==> config.mk <==
export PLATFORM = sky130hd
export DESIGN_NAME = axi_wr_router
export DESIGN_NICKNAME = d
export VERILOG_FILES = /design/src/rtl/axi_wr_router.sv
export SDC_FILE = /design/constraint.sdc
export NUM_CORES = 1
export LEC_CHECK = 0
export CORE_AREA = 5 5 191 193
export DETAILED_ROUTE_END_ITERATION = 8
export DIE_AREA = 0 0 196 198
export PLACE_DENSITY = 0.59
export SKIP_CTS_REPAIR_TIMING = 1
export SYNTH_ARGS = -nofsm -noshare
export SYNTH_HDL_FRONTEND = slang
export SYNTH_SLANG_ARGS = --single-unit
==> constraint.sdc <==
create_clock -name i_clk -period 3.8 [get_ports i_clk]
set_clock_uncertainty 0.15 [all_clocks]
set_input_delay 0.38 -clock i_clk [delete_from_list [all_inputs] [get_ports i_clk]]
set_output_delay 0.38 -clock i_clk [all_outputs]
set_load 0.02 [all_outputs]
==> src/rtl/axi_wr_router.sv <==
// axi_wr_router: write-channel router for the 1-master / 2-slave AXI interconnect.
// Accepts one AW burst at a time. It latches the slave select from addr_decoder,
// forwards AW and then the W beats to the chosen slave, and returns that slave's
// B response to the master.
// Optional feature macro: AXI_WR_LEN_CHECK_EN. When it is defined, a beat counter
// is compared against awlen, and a length mismatch forces the response to SLVERR.
module axi_wr_router #(
    parameter int ADDR_W = 64,
    parameter int DATA_W = 32
) (
    input  logic                i_clk,
    input  logic                i_rst_n,
    // master AW
    input  logic [ADDR_W-1:0]   i_m_awaddr,
    input  logic [7:0]          i_m_awlen,
    input  logic                i_m_awvalid,
    output logic                o_m_awready,
    // master W
    input  logic [DATA_W-1:0]   i_m_wdata,
    input  logic [DATA_W/8-1:0] i_m_wstrb,
    input  logic                i_m_wlast,
    input  logic                i_m_wvalid,
    output logic                o_m_wready,
    // master B
    output logic [1:0]          o_m_bresp,
    output logic                o_m_bvalid,
    input  logic                i_m_bready,
    // decoder
    output logic [ADDR_W-1:0]   o_dec_wr_addr,
    input  logic                i_dec_s1_sel,
    input  logic                i_dec_s2_sel,
    input  logic [ADDR_W-1:0]   i_dec_s1_addr,
    input  logic [ADDR_W-1:0]   i_dec_s2_addr,
    // slave AW
    output logic [ADDR_W-1:0]   o_s1_awaddr,
    output logic [ADDR_W-1:0]   o_s2_awaddr,
    output logic [7:0]          o_s_awlen,
    output logic                o_s1_awvalid,
    output logic                o_s2_awvalid,
    input  logic                i_s1_awready,
    input  logic                i_s2_awready,
    // slave W
    output logic [DATA_W-1:0]   o_s_wdata,
    output logic [DATA_W/8-1:0] o_s_wstrb,
    output logic                o_s_wlast,
    output logic                o_s1_wvalid,
    output logic                o_s2_wvalid,
    input  logic                i_s1_wready,
    input  logic                i_s2_wready,
    // slave B
    input  logic [1:0]          i_s1_bresp,
    input  logic [1:0]          i_s2_bresp,
    input  logic                i_s1_bvalid,
    input  logic                i_s2_bvalid,
    output logic                o_s1_bready,
    output logic                o_s2_bready
);

    typedef enum logic [1:0] {ST_IDLE, ST_AW, ST_W, ST_B} state_t;

    state_t            state;
    logic              awready_q;
    logic              s1_awvalid_q;
    logic              s2_awvalid_q;
    logic              sel1_q;
    logic              sel2_q;
    logic [7:0]        len_q;
    logic [ADDR_W-1:0] s1_addr_q;
    logic [ADDR_W-1:0] s2_addr_q;
    logic              dec_err;
    logic              aw_hs;
    logic              w_hs;
    logic              b_hs;
    logic              len_err;

    // A select of neither slave, or of both slaves, is a decode error.
    assign dec_err = (sel1_q == sel2_q);
    assign aw_hs   = i_m_awvalid && awready_q;
    assign w_hs    = (state == ST_W) && i_m_wvalid && o_m_wready;
    assign b_hs    = (state == ST_B) && o_m_bvalid && i_m_bready;

    assign o_dec_wr_addr = i_m_awaddr;
    assign o_m_awready   = awready_q;
    assign o_s1_awaddr   = s1_addr_q;
    assign o_s2_awaddr   = s2_addr_q;
    assign o_s_awlen     = len_q;
    assign o_s1_awvalid  = s1_awvalid_q;
    assign o_s2_awvalid  = s2_awvalid_q;
    assign o_s_wdata     = i_m_wdata;
    assign o_s_wstrb     = i_m_wstrb;
    assign o_s_wlast     = i_m_wlast;

    // Transaction sequencing and the registered AW-side handshake outputs.
    // awready is held low for the first cycle after reset, so that every
    // valid/ready output reads 0 while reset is asserted.
    always_ff @(posedge i_clk or negedge i_rst_n) begin
        if (!i_rst_n) begin
            state        <= ST_IDLE;
            awready_q    <= 1'b0;
            s1_awvalid_q <= 1'b0;
            s2_awvalid_q <= 1'b0;
            sel1_q       <= 1'b0;
            sel2_q       <= 1'b0;
            len_q        <= '0;
            s1_addr_q    <= '0;
            s2_addr_q    <= '0;
        end else begin
            case (state)
                ST_IDLE: begin
                    if (aw_hs) begin
                        awready_q <= 1'b0;
                        len_q     <= i_m_awlen;
                        sel1_q    <= i_dec_s1_sel;
                        sel2_q    <= i_dec_s2_sel;
                        s1_addr_q <= i_dec_s1_addr;
                        s2_addr_q <= i_dec_s2_addr;
                        if (i_dec_s1_sel != i_dec_s2_sel) begin
                            s1_awvalid_q <= i_dec_s1_sel;
                            s2_awvalid_q <= i_dec_s2_sel;
                            state        <= ST_AW;
                        end else begin
                            state <= ST_W;
                        end
                    end else begin
                        awready_q <= 1'b1;
                    end
                end
                ST_AW: begin
                    if ((s1_awvalid_q && i_s1_awready) || (s2_awvalid_q && i_s2_awready)) begin
                        s1_awvalid_q <= 1'b0;
                        s2_awvalid_q <= 1'b0;
                        state        <= ST_W;
                    end
                end
                ST_W: begin
                    if (w_hs && i_m_wlast) state <= ST_B;
                end
                ST_B: begin
                    if (b_hs) begin
                        state     <= ST_IDLE;
                        awready_q <= 1'b1;
                    end
                end
                default: state <= ST_IDLE;
            endcase
        end
    end

`ifdef AXI_WR_LEN_CHECK_EN
    logic [7:0] beat_cnt;
    logic       len_err_q;

    // Count the accepted beats and flag a burst whose wlast arrives early or late.
    always_ff @(posedge i_clk or negedge i_rst_n) begin
        if (!i_rst_n) begin
            beat_cnt  <= '0;
            len_err_q <= 1'b0;
        end else if (aw_hs) begin
            beat_cnt  <= '0;
            len_err_q <= 1'b0;
        end else if (w_hs) begin
            beat_cnt <= beat_cnt + 8'd1;
            if (i_m_wlast != (beat_cnt == len_q)) len_err_q <= 1'b1;
        end
    end
    assign len_err = len_err_q;
`else
    assign len_err = 1'b0;
`endif

    // W and B paths are combinational pass-throughs gated by state and the latched select.
    always_comb begin
        o_m_wready  = 1'b0;
        o_s1_wvalid = 1'b0;
        o_s2_wvalid = 1'b0;
        o_m_bvalid  = 1'b0;
        o_m_bresp   = 2'b00;
        o_s1_bready = 1'b0;
        o_s2_bready = 1'b0;
        case (state)
            ST_W: begin
                if (dec_err) begin
                    o_m_wready = 1'b1;
                end else if (sel1_q) begin
                    o_s1_wvalid = i_m_wvalid;
                    o_m_wready  = i_s1_wready;
                end else begin
                    o_s2_wvalid = i_m_wvalid;
                    o_m_wready  = i_s2_wready;
                end
            end
            ST_B: begin
                if (dec_err) begin
                    o_m_bvalid = 1'b1;
                    o_m_bresp  = 2'b11;
                end else begin
                    if (sel1_q) begin
                        o_m_bvalid  = i_s1_bvalid;
                        o_m_bresp   = i_s1_bresp;
                        o_s1_bready = i_m_bready;
                    end else begin
                        o_m_bvalid  = i_s2_bvalid;
                        o_m_bresp   = i_s2_bresp;
                        o_s2_bready = i_m_bready;
                    end
                    if (len_err) o_m_bresp = 2'b10;
                end
            end
            default: ;
        endcase
    end

endmodule

After elaboration in Yosys (flattened, before gate mapping)

Cells that the tools add are included.

Flip-flop bits (word level): 143
Bits in latches: 0
Bits in writable memories: 0
Bits in read-only memories: 0
Input port bits: 254
Output and inout port bits: 248
Logic and storage cells: 72
Memories: 0

$add $sub $neg: 0
Multiply operators: 0
Div/mod/pow operators: 0
Order comparisons: 0
Equality and inequality tests: 10
Shifts and indexed selects: 0
Multiplexer cells: 37
Bitwise operators: 0
Reductions and logical operators: 16

Operators by type and width:

| cell               | number |
|---|---|
| $mux 1             | 25 |
| $mux 2             | 8 |
| $logic_and 1x1->1  | 8 |
| $ne 2x2->1 const B | 4 |
| $pmux 2 s4         | 1 |
| $reduce_and 4->1   | 2 |
| $pmux 1 s2         | 3 |
| $eq 2x2->1 const B | 2 |
| $reduce_and 2->1   | 2 |
| $reduce_bool 2->1  | 2 |
| $eq 2x1->1 const B | 1 |
| $logic_not 2->1    | 1 |
| $ne 2x1->1 const B | 1 |
| $eq 1x1->1         | 1 |
| $logic_or 1x1->1   | 1 |
| $ne 1x1->1         | 1 |

Depth between registers and ports, before layout

Gate-level depths: netlist (run 1).

Depth in word-level cells: 7
Depth in mapped cells: 7
Gate-level depth less buffers: 6

Least setup slack after synthesis (run 1)

No wires, ideal clock.

Path type: register -> output
Start point: register state[0]
End point: output port o_m_wready
Arrival: 1.237 ns
Data required time: 3.270 ns
Path slack: 2.033 ns
Cell stages (with the launch flop): 4
Buffers on the path: 0
Cell sequence: dfrtp_1 -> inv_1 -> ha_1 -> nor3b_1

Longest elaborated chain between the ends: 2

RTL lines:

| what                   | RTL line | RTL |
|---|---|---|
| from (decl)            | 61       | `state_t state;` |
| from (signal assigned) | 98       | `state <= ST_IDLE;` |
| from (signal assigned) | 120      | `state <= ST_AW;` |
| from (signal assigned) | 122      | `state <= ST_W;` |
| $eq 2x2->1             | 180      | `case (state)` |
| $mux 1                 | 180      |  |
| to (decl)              | 23       | `output logic o_m_wready,` |

Every way passes these cells.

Worst setup path after layout (run 1)

Same ends and word-level chain as after synthesis.

==> flow_summary.yaml, run 1 <==
run_status:
  outcome: "finished clean"
detailed_routing:
  wirelength_um: 18500
  postRouteAntennaNets: 0
  dr.pass1.iters: 6
  num_vias: 4233
  vias_per_cell: 3.75
  drt_drc_violations_left: 0
  post_drt_wl_per_cell_um: 16.4
  first_iter_violations: 85
final_layout:
  diodes: 0
  register_area_sq_um: 3580
  mostFrequentLayoutCell: "clkdlybuf4s50_1"
  drive_gt1_share_pct: 27.0
  nets: 920
  multi_input_area_sq_um: 1930
  fill_cells: 3555
  stdcell_count: 1128
  mostFrequentLayoutCells: "clkdlybuf4s50_1 (300), dfrtp_1 (143), mux2_2 (137), clkbuf_16 (17), inv_1 (7)"
  syn2layout_area_growth_pct: 52.7
timing:
  slew_violations: 0
  final.min_clock_period_ns: 2.61
  setup_violations: 0
  rsz0062_at_grt: "false"
  fin_tns_setup_ns: 0
  slew_headroom_pct: 47.0
  fmax_ghz: 0.383
  period_share_pct: 68.8
  hold_viol: 0
  tightest_slew_ns: 0.795
worst_setup_path:
  path_cells: "inv_1 > ha_1 > nor3b_1 > clkdlybuf4s50_1"
  critical_path.max_stage_delay_ns: 0.64
  crit_type: "flip-flop to output pin"
  cp-start-kind: "flip-flop"
  crit_slowest_cell: "clkdlybuf4s50_1"
  cp.arrival_ns: 2.08
  worstPathMaxFanout: 4
  end_kind: "output pin"
  required_ns: 3.27
floorplanning:
  pin_count: 502
  die_y_um: 198
  rows: 68
  die_x_um: 196
  core_area_sq_um: 34400
  die_area_sq_um: 38800
  start_util_pct: 18.7
clock_network:
  numCtsBuffers: 17
  tritoncts: "built"
  clockBufferDepth: 2
  path_clk_slew_ns: 0.06
  cts_root_buf: "clkbuf_16"
  clk_latency_ns: 0.42
  cts-htree-levels: 4
  clkSinkCount: 143
global_routing:
  grt_util_met1_pct: 8.90
  track_usage_pct: 9.34
  grt_pass1_vias: 4652
  met2_usage_pct: 15.8
  grt.overflow.total: 0
  busiest_layer: "met2"
  grt_max_degree: 141
  grt_pass1_wl_um: 27600
  met3_usage_pct: 5.00
  antenna_found_initial: 0
synth:
  yosysSeqAreaShare_pct: 55.7
  avgSynthCellArea_sq_um: 14.2
  syn_inst: 452
  ys_warn_count: 0
  ys_types: 28
  synth-seq-cells: 143
  netlist_area_sq_um: 6420
  syn_nets: 711
pwr:
  p_per_area_nw_per_um2: 890
  peakVddDrop_v: 0.000451
  p_leak_uw: 0.00396
placed_design:
  placedCellCount: 1096
  gp_congestion: 0.714
  portBuffers: 301
  hpwl_um: 13900
min_path:
  hp-class: "flip-flop to flip-flop"
flow_run:
  maxCapViolCount: 0
==> cell type report <==
cell class,instances,share of cell area (%)
clock buffers,22,5.04
clock inverters,9,1.34
inverters,7,0.268
multi-input cells,186,19.6
flip-flops and latches,143,36.5
well taps,455,5.81
repair buffers,306,31.4
==> critical path, delay by kind of cell, from the launching register on <==
kind                       cells  cell delay (ns)
buffers and inverters          2             0.77
and+or+nand+nor                1             0.23
DFF                            1             0.41
adders and majority gates      1             0.25
==> where the power goes <==
part | switching, uW | total (uW) | internal [uW] | leakage [uW]
Clock | 656 | 1770 | 1120 | 0.000300
Sequential | 403 | 2710 | 2310 | 0.00170
Combinational | 1950 | 4240 | 2300 | 0.00196
Total | 3010 | 8720 | 5720 | 0.00396
==> routing by layer <==
metal | up-vias | part of all wire [%]
met5 | - | 0
met4 | 0 | 5.1
met3 | 64 | 11
met2 | 227 | 51
met1 | 2081 | 33
li1 | 1861 | -
==> kinds of logic (layout without fill, tap and decap cells) <==
group | Yosys count | count (layout) | share of synthesized area [%]
buf+inv | 123 | 344 | 14.4
flops | 143 | 143 | 55.7
mux | 139 | 139 | 24.4
compound gates | 20 | 20 | 2.44
fa+ha+maj | 5 | 5 | 0.974
simple gates | 22 | 22 | 2.05
==> flip-flops by register name (all words and copies together), names as in the netlist <==
register / count
state: 2
o_s2_awaddr: 64
o_s2_awvalid: 1
o_s1_awaddr: 64
o_m_awready: 1
o_s1_awvalid: 1
sel1_q: 1
o_s_awlen: 8
sel2_q: 1
==> path summary, 6_finish.rpt <==
kind | start | end | slack, ns | cells after the start
min reg2reg | o_s1_awaddr[52] | o_s1_awaddr[52] | 0.35 | 1
min in group asynchronous | i_rst_n | o_s2_awaddr[8] | 0.44 | 2
min | o_s1_awaddr[52] | o_s1_awaddr[52] | 0.35 | 1
max reg2reg | state[0] | o_s1_awaddr[19] | 1.57 | 5
max in group asynchronous | i_rst_n | o_s1_awaddr[7] | 2.33 | 3
max | state[0] | o_m_wready | 1.19 | 4
==> metrics by stage <==
| step | instance area, sq um | hold WS (ns) | setup slack, ns | total power (uW) | util [%] |
|---|---|---|---|---|---|
| 6_report | 9800 | 0.352 | 1.19 | 8720 | 28.5 |
| 5_1_grt | 9800 | 0.361 | 1.03 | 9220 | 28.5 |
| 4_1_cts | 9790 | -0.136 | 1.13 | 8900 | 28.5 |
| 3_5_place_dp | 9170 | 0.342 | 1.45 | 7050 | 26.7 |
| 3_3_place_gp | 9170 | 0.336 | 1.48 | 7000 | 26.7 |
| 2_1_floorplan | 6420 | -0.0656 | 2.03 | 5110 | - |
==> synth_stat cells (all sizes together) <==
library cell,n,area share [%]
o22a,1,0.16
dfrtp,143,56
nor2,5,0.29
o21ai,5,0.39
and2,1,0.097
o22ai,1,0.097
inv,7,0.41
ha,5,0.97
or2b,2,0.25
a22oi,3,0.35
o31ai,3,0.51
mux2,138,24
o221a,2,0.35
a21boi,1,0.12
a21oi,1,0.078
o2bb2ai,2,0.27
nand3,2,0.31
buf,116,14
nor3b,6,0.70
nand2b,1,0.097
o21a,1,0.12
nand2,5,0.29
mux2i,1,0.16
Power figures use the tool's default switching activity.
==> inputs of run 2 (changes only) <==
==> constraint.sdc (replaced) <==
create_clock -name i_clk -period 2.5 [get_ports i_clk]
set_clock_uncertainty 0.15 [all_clocks]
set_input_delay 0.25 -clock i_clk [delete_from_list [all_inputs] [get_ports i_clk]]
set_output_delay 0.25 -clock i_clk [all_outputs]
set_load 0.02 [all_outputs]
==> flow_summary.yaml, run 2 (same netlist as run 1, synthesis figures left out) <==
global_routing:
  track_usage_pct: 9.48
  grt.overflow.total: 0
  antenna_found_initial: 0
  grt_pass1_vias: 4787
  grt_pass1_wl_um: 28000
  grt_max_degree: 72
placed_design:
  gp_congestion: 0.751
  place_ws_ns: 0.437
  hpwl_um: 14300
  portBuffers: 301
  placed_area_sq_um: 9200
worst_setup_path:
  end_kind: "output pin"
  worstPathMaxFanout: 7
  required_ns: 2.10
  cp-start-kind: "flip-flop"
  r2r-start: "state[1]"
  crit_type: "flip-flop to output pin"
  reg2reg_slack_ns: 0.46
  ff2ff_path_depth: 6
  cp.arrival_ns: 2.02
  r2r-end: "state[1]"
clock_network:
  clk_latency_ns: 0.42
  tritoncts: "built"
  cts_root_buf: "clkbuf_16"
  cts-htree-levels: 4
  clkSinkCount: 143
  path_clk_slew_ns: 0.07
  numCtsBuffers: 17
  clockBufferDepth: 2
floorplanning:
  start_util_pct: 18.7
  die_x_um: 196
  die_area_sq_um: 38800
  core_area_sq_um: 34400
  die_y_um: 198
  rows: 68
  pin_count: 502
final_layout:
  mostFrequentLayoutCells: "clkdlybuf4s50_1 (297), dfrtp_1 (142), mux2_2 (137), clkbuf_16 (17), inv_1 (7)"
  final_area_sq_um: 9900
  syn2layout_area_growth_pct: 54.1
  nets: 921
  drive_gt1_share_pct: 27.4
  fill_cells: 3524
  mostFrequentLayoutCell: "clkdlybuf4s50_1"
  diodes: 0
  utilization_pct: 28.8
run_status:
  outcome: "finished clean"
timing:
  fmax_ghz: 0.413
  setup_violations: 0
  period_share_pct: 96.9
  slew_violations: 0
  slew_headroom_pct: 65.1
  setup_slack_ns: 0.0768
  hold_viol: 0
  final.min_clock_period_ns: 2.42
  tightest_slew_ns: 0.524
detailed_routing:
  drt_drc_violations_left: 0
  first_iter_violations: 105
  post_drt_wl_per_cell_um: 16.6
  num_vias: 4209
  vias_per_cell: 3.73
  dr.pass1.iters: 4
  postRouteAntennaNets: 0
  wirelength_um: 18800
min_path:
  hp-class: "primary input to asynchronous set/reset pin"
flow_run:
  maxCapViolCount: 0
pwr:
  p_per_area_nw_per_um2: 1370
  peakVddDrop_v: 0.000552
  p_leak_uw: 0.00405
## run 2: cell count changes in the layout (fill, tap and decap cells not counted)
| cell | delta |
|---|---|
| clkbuf_8 | -4 |
| bufinv_16 | +3 |
| clkdlybuf4s50_1 | -3 |
| clkinvlp_4 | -3 |
| dlymetal6s2s_1 | +3 |
| buf_12 | +2 |
| clkinv_4 | +2 |
| inv_6 | +2 |
| buf_4 | -1 |
| dfrtp_1 | -1 |
| dfrtp_2 | +1 |
| ha_1 | -1 |
| ha_2 | +1 |
## run 2: area by class of cell
cell class	instances	area [sq um]	share of cell area, %
well taps	455	569	5.75
multi-input cells	186	1930	19.5
clock inverters	13	234	2.36
flip-flops and latches	143	3580	36.2
clock buffers	18	439	4.44
repair buffers	307	3120	31.5
inverters	7	26.3	0.266
## run 2: layer usage
| metal | up-vias | global-route usage (%) | share of wire (%) |
|---|---|---|---|
| met5 | - | 0 | 0 |
| met4 | 0 | 5.69 | 5.1 |
| met3 | 67 | 5.21 | 11 |
| met2 | 227 | 16.1 | 51 |
| met1 | 2046 | 8.99 | 33 |
| li1 | 1869 | - | - |
## run 2: how the worst max path moves through the flow
stage                           start      endpoint  slack (ns)  depth (start not counted)
after global placement    i_s1_wready    o_m_wready        0.43                          4
after detailed placement  i_s1_bvalid    o_m_bvalid        0.44                          4
after floorplan              state[0]      state[1]        0.74                          6
after CTS                    state[1]    o_m_bvalid       -0.04                          3
after global routing         state[1]   o_s2_bready     -0.0004                          4
final                          sel1_q  o_m_bresp[1]        0.08                          3
## run 2: per-stage QoR
step	setup TNS, ns	std cells	hold slack [ns]	power [uW]
global placement	0	1097	0.111	10700
detailed placement	0	1097	0.112	10800
finish	0	1129	0.210	13500
CTS	-0.0885	1128	-0.376	13800
global route	-0.000393	1129	0.240	14300
floorplan	0	452	-0.196	7770
## run 2: critical path, stage by stage, from the launching register on
cell	delay (ns)
dfrtp_1	0.46
or2b_2	0.35
o221a_2	0.25
clkdlybuf4s50_1	0.53
## run 2: power breakdown
part	total [uW]	internal [uW]	switching (uW)
Combinational	6480	3500	2980
Clock	2930	1900	1030
Sequential	4130	3510	621
Total	13500	8910	4630
==> inputs of run 3 (changes only) <==
--- a/config.mk
+++ b/config.mk
@@ -9,7 +9,9 @@
 export DETAILED_ROUTE_END_ITERATION = 8
 export DIE_AREA = 0 0 196 198
 export PLACE_DENSITY = 0.59
+export REMOVE_ABC_BUFFERS = 1
 export SKIP_CTS_REPAIR_TIMING = 1
+export SKIP_LAST_GASP = 1
 export SYNTH_ARGS = -nofsm -noshare
 export SYNTH_HDL_FRONTEND = slang
 export SYNTH_SLANG_ARGS = --single-unit
==> constraint.sdc (replaced) <==
create_clock -name i_clk -period 2.5 [get_ports i_clk]
set_clock_uncertainty 0.15 [all_clocks]
set_input_delay 0.25 -clock i_clk [delete_from_list [all_inputs] [get_ports i_clk]]
set_output_delay 0.25 -clock i_clk [all_outputs]
set_load 0.1 [all_outputs]
==> flow_summary.yaml, run 3 (same netlist as run 1, synthesis figures left out) <==
timing:
  slew_headroom_pct: 50.5
  rsz0062_at_grt: "false"
  setup_violations: 0
  fin_tns_setup_ns: 0
  hold_viol: 0
  slew_violations: 0
  final.min_clock_period_ns: 2.27
  tightest_slew_ns: 0.742
  fmax_ghz: 0.441
  period_share_pct: 90.6
  holdWs_ns: 0.202
detailed_routing:
  postRouteAntennaNets: 0
  first_iter_violations: 111
  dr.pass1.iters: 4
  drt_drc_violations_left: 0
  vias_per_cell: 3.94
  post_drt_wl_per_cell_um: 27.3
  wirelength_um: 30900
  num_vias: 4458
worst_setup_path:
  required_ns: 2.10
  r2r-end: "o_s1_awaddr[9]"
  end_kind: "output pin"
  cp.arrival_ns: 1.87
  crit_type: "flip-flop to output pin"
  reg2reg_slack_ns: 0.37
  ff2ff_path_depth: 5
  worstPathMaxFanout: 4
  r2r-start: "state[0]"
  cp-start-kind: "flip-flop"
clock_network:
  cts_root_buf: "clkbuf_16"
  clockBufferDepth: 2
  clkSinkCount: 143
  tritoncts: "built"
  clk_latency_ns: 0.42
  cts-htree-levels: 4
  numCtsBuffers: 17
  path_clk_slew_ns: 0.06
final_layout:
  utilization_pct: 27.6
  fill_cells: 3565
  drive_gt1_share_pct: 49.3
  mostFrequentLayoutCells: "clkdlybuf4s50_1 (152), buf_4 (149), dfrtp_1 (143), mux2_2 (137), clkbuf_16 (17)"
  syn2layout_area_growth_pct: 47.6
  diodes: 0
  mostFrequentLayoutCell: "clkdlybuf4s50_1"
  nets: 923
global_routing:
  grt.overflow.total: 0
  track_usage_pct: 15.5
  grt_pass1_vias: 4850
  grt_pass1_wl_um: 41400
  antenna_found_initial: 0
  grt_max_degree: 118
placed_design:
  portBuffers: 301
  gp_congestion: 0.806
  hpwl_um: 24800
floorplanning:
  core_area_sq_um: 34400
  die_y_um: 198
  start_util_pct: 18.7
  rows: 68
  pin_count: 502
  die_x_um: 196
  die_area_sq_um: 38800
run_status:
  outcome: "finished clean"
min_path:
  hp-class: "primary input to asynchronous set/reset pin"
flow_run:
  maxCapViolCount: 0
-- run 3: cell count changes in the layout (fill, tap and decap cells not counted), moves of 2 or more --
cell             before  now
clkdlybuf4s50_1     297  152
bufinv_16             6    2
buf_4                 1  149
clkbuf_8              1    3
dlymetal6s2s_1        3    0
clkinvlp_4            0    3
buf_12                4    6
-- run 3: area by class of cell --
cell class                      count  area [sq um]  area share (%)
Clock inverter                     12           133            1.40
Timing Repair Buffer              309          2780            29.3
Multi-Input combinational cell    186          1930            20.3
Clock buffer                       20           467            4.92
Tap cell                          455           569            6.01
Sequential cell                   143          3580            37.7
Inverter                            7          26.3           0.277
-- run 3: stage by stage --
stage	area [sq um]	std cells	setup slack [ns]
CTS	9470	1131	0.150
detailed placement	8870	1099	0.382
global route	9480	1132	0.0669
global placement	8870	1099	0.389
floorplan	5520	336	-1.76
finish	9480	1132	0.234
-- run 3: worst max path at each step --
stage           startpoint               to  slack, ns  depth (start not counted)
3_5_place_dp   i_m_awvalid  o_s1_awaddr[52]       0.38                          4
6_report          state[0]       o_m_wready       0.23                          4
4_1_cts           state[0]       o_m_wready       0.15                          4
5_1_grt           state[0]       o_m_wready       0.07                          4
2_1_floorplan  o_m_awready   o_s1_awaddr[0]      -1.76                          2
3_3_place_gp   i_m_awvalid  o_s1_awaddr[37]       0.39                          4
-- run 3: layer usage --
layer | share of wire [%] | wire, um | global-route usage (%) | vias up
met5 | 1.4 | 448 | 9.26 | -
met4 | 0.99 | 305 | 3.00 | 12
met3 | 24 | 7460 | 18.5 | 32
met2 | 37 | 11500 | 19.2 | 451
met1 | 36 | 11200 | 16.2 | 2082
li1 | - | - | - | 1881
-- run 3: critical path, cell delays in order (launching register included) --
cell and delay [ns]:
dfrtp_1 0.40, inv_1 0.13, ha_1 0.27, nor3b_1 0.41, buf_12 0.23
Power of run 3 is not shown: default switching activity piles up to over one toggle a cycle in this logic, so the estimate is an artifact.
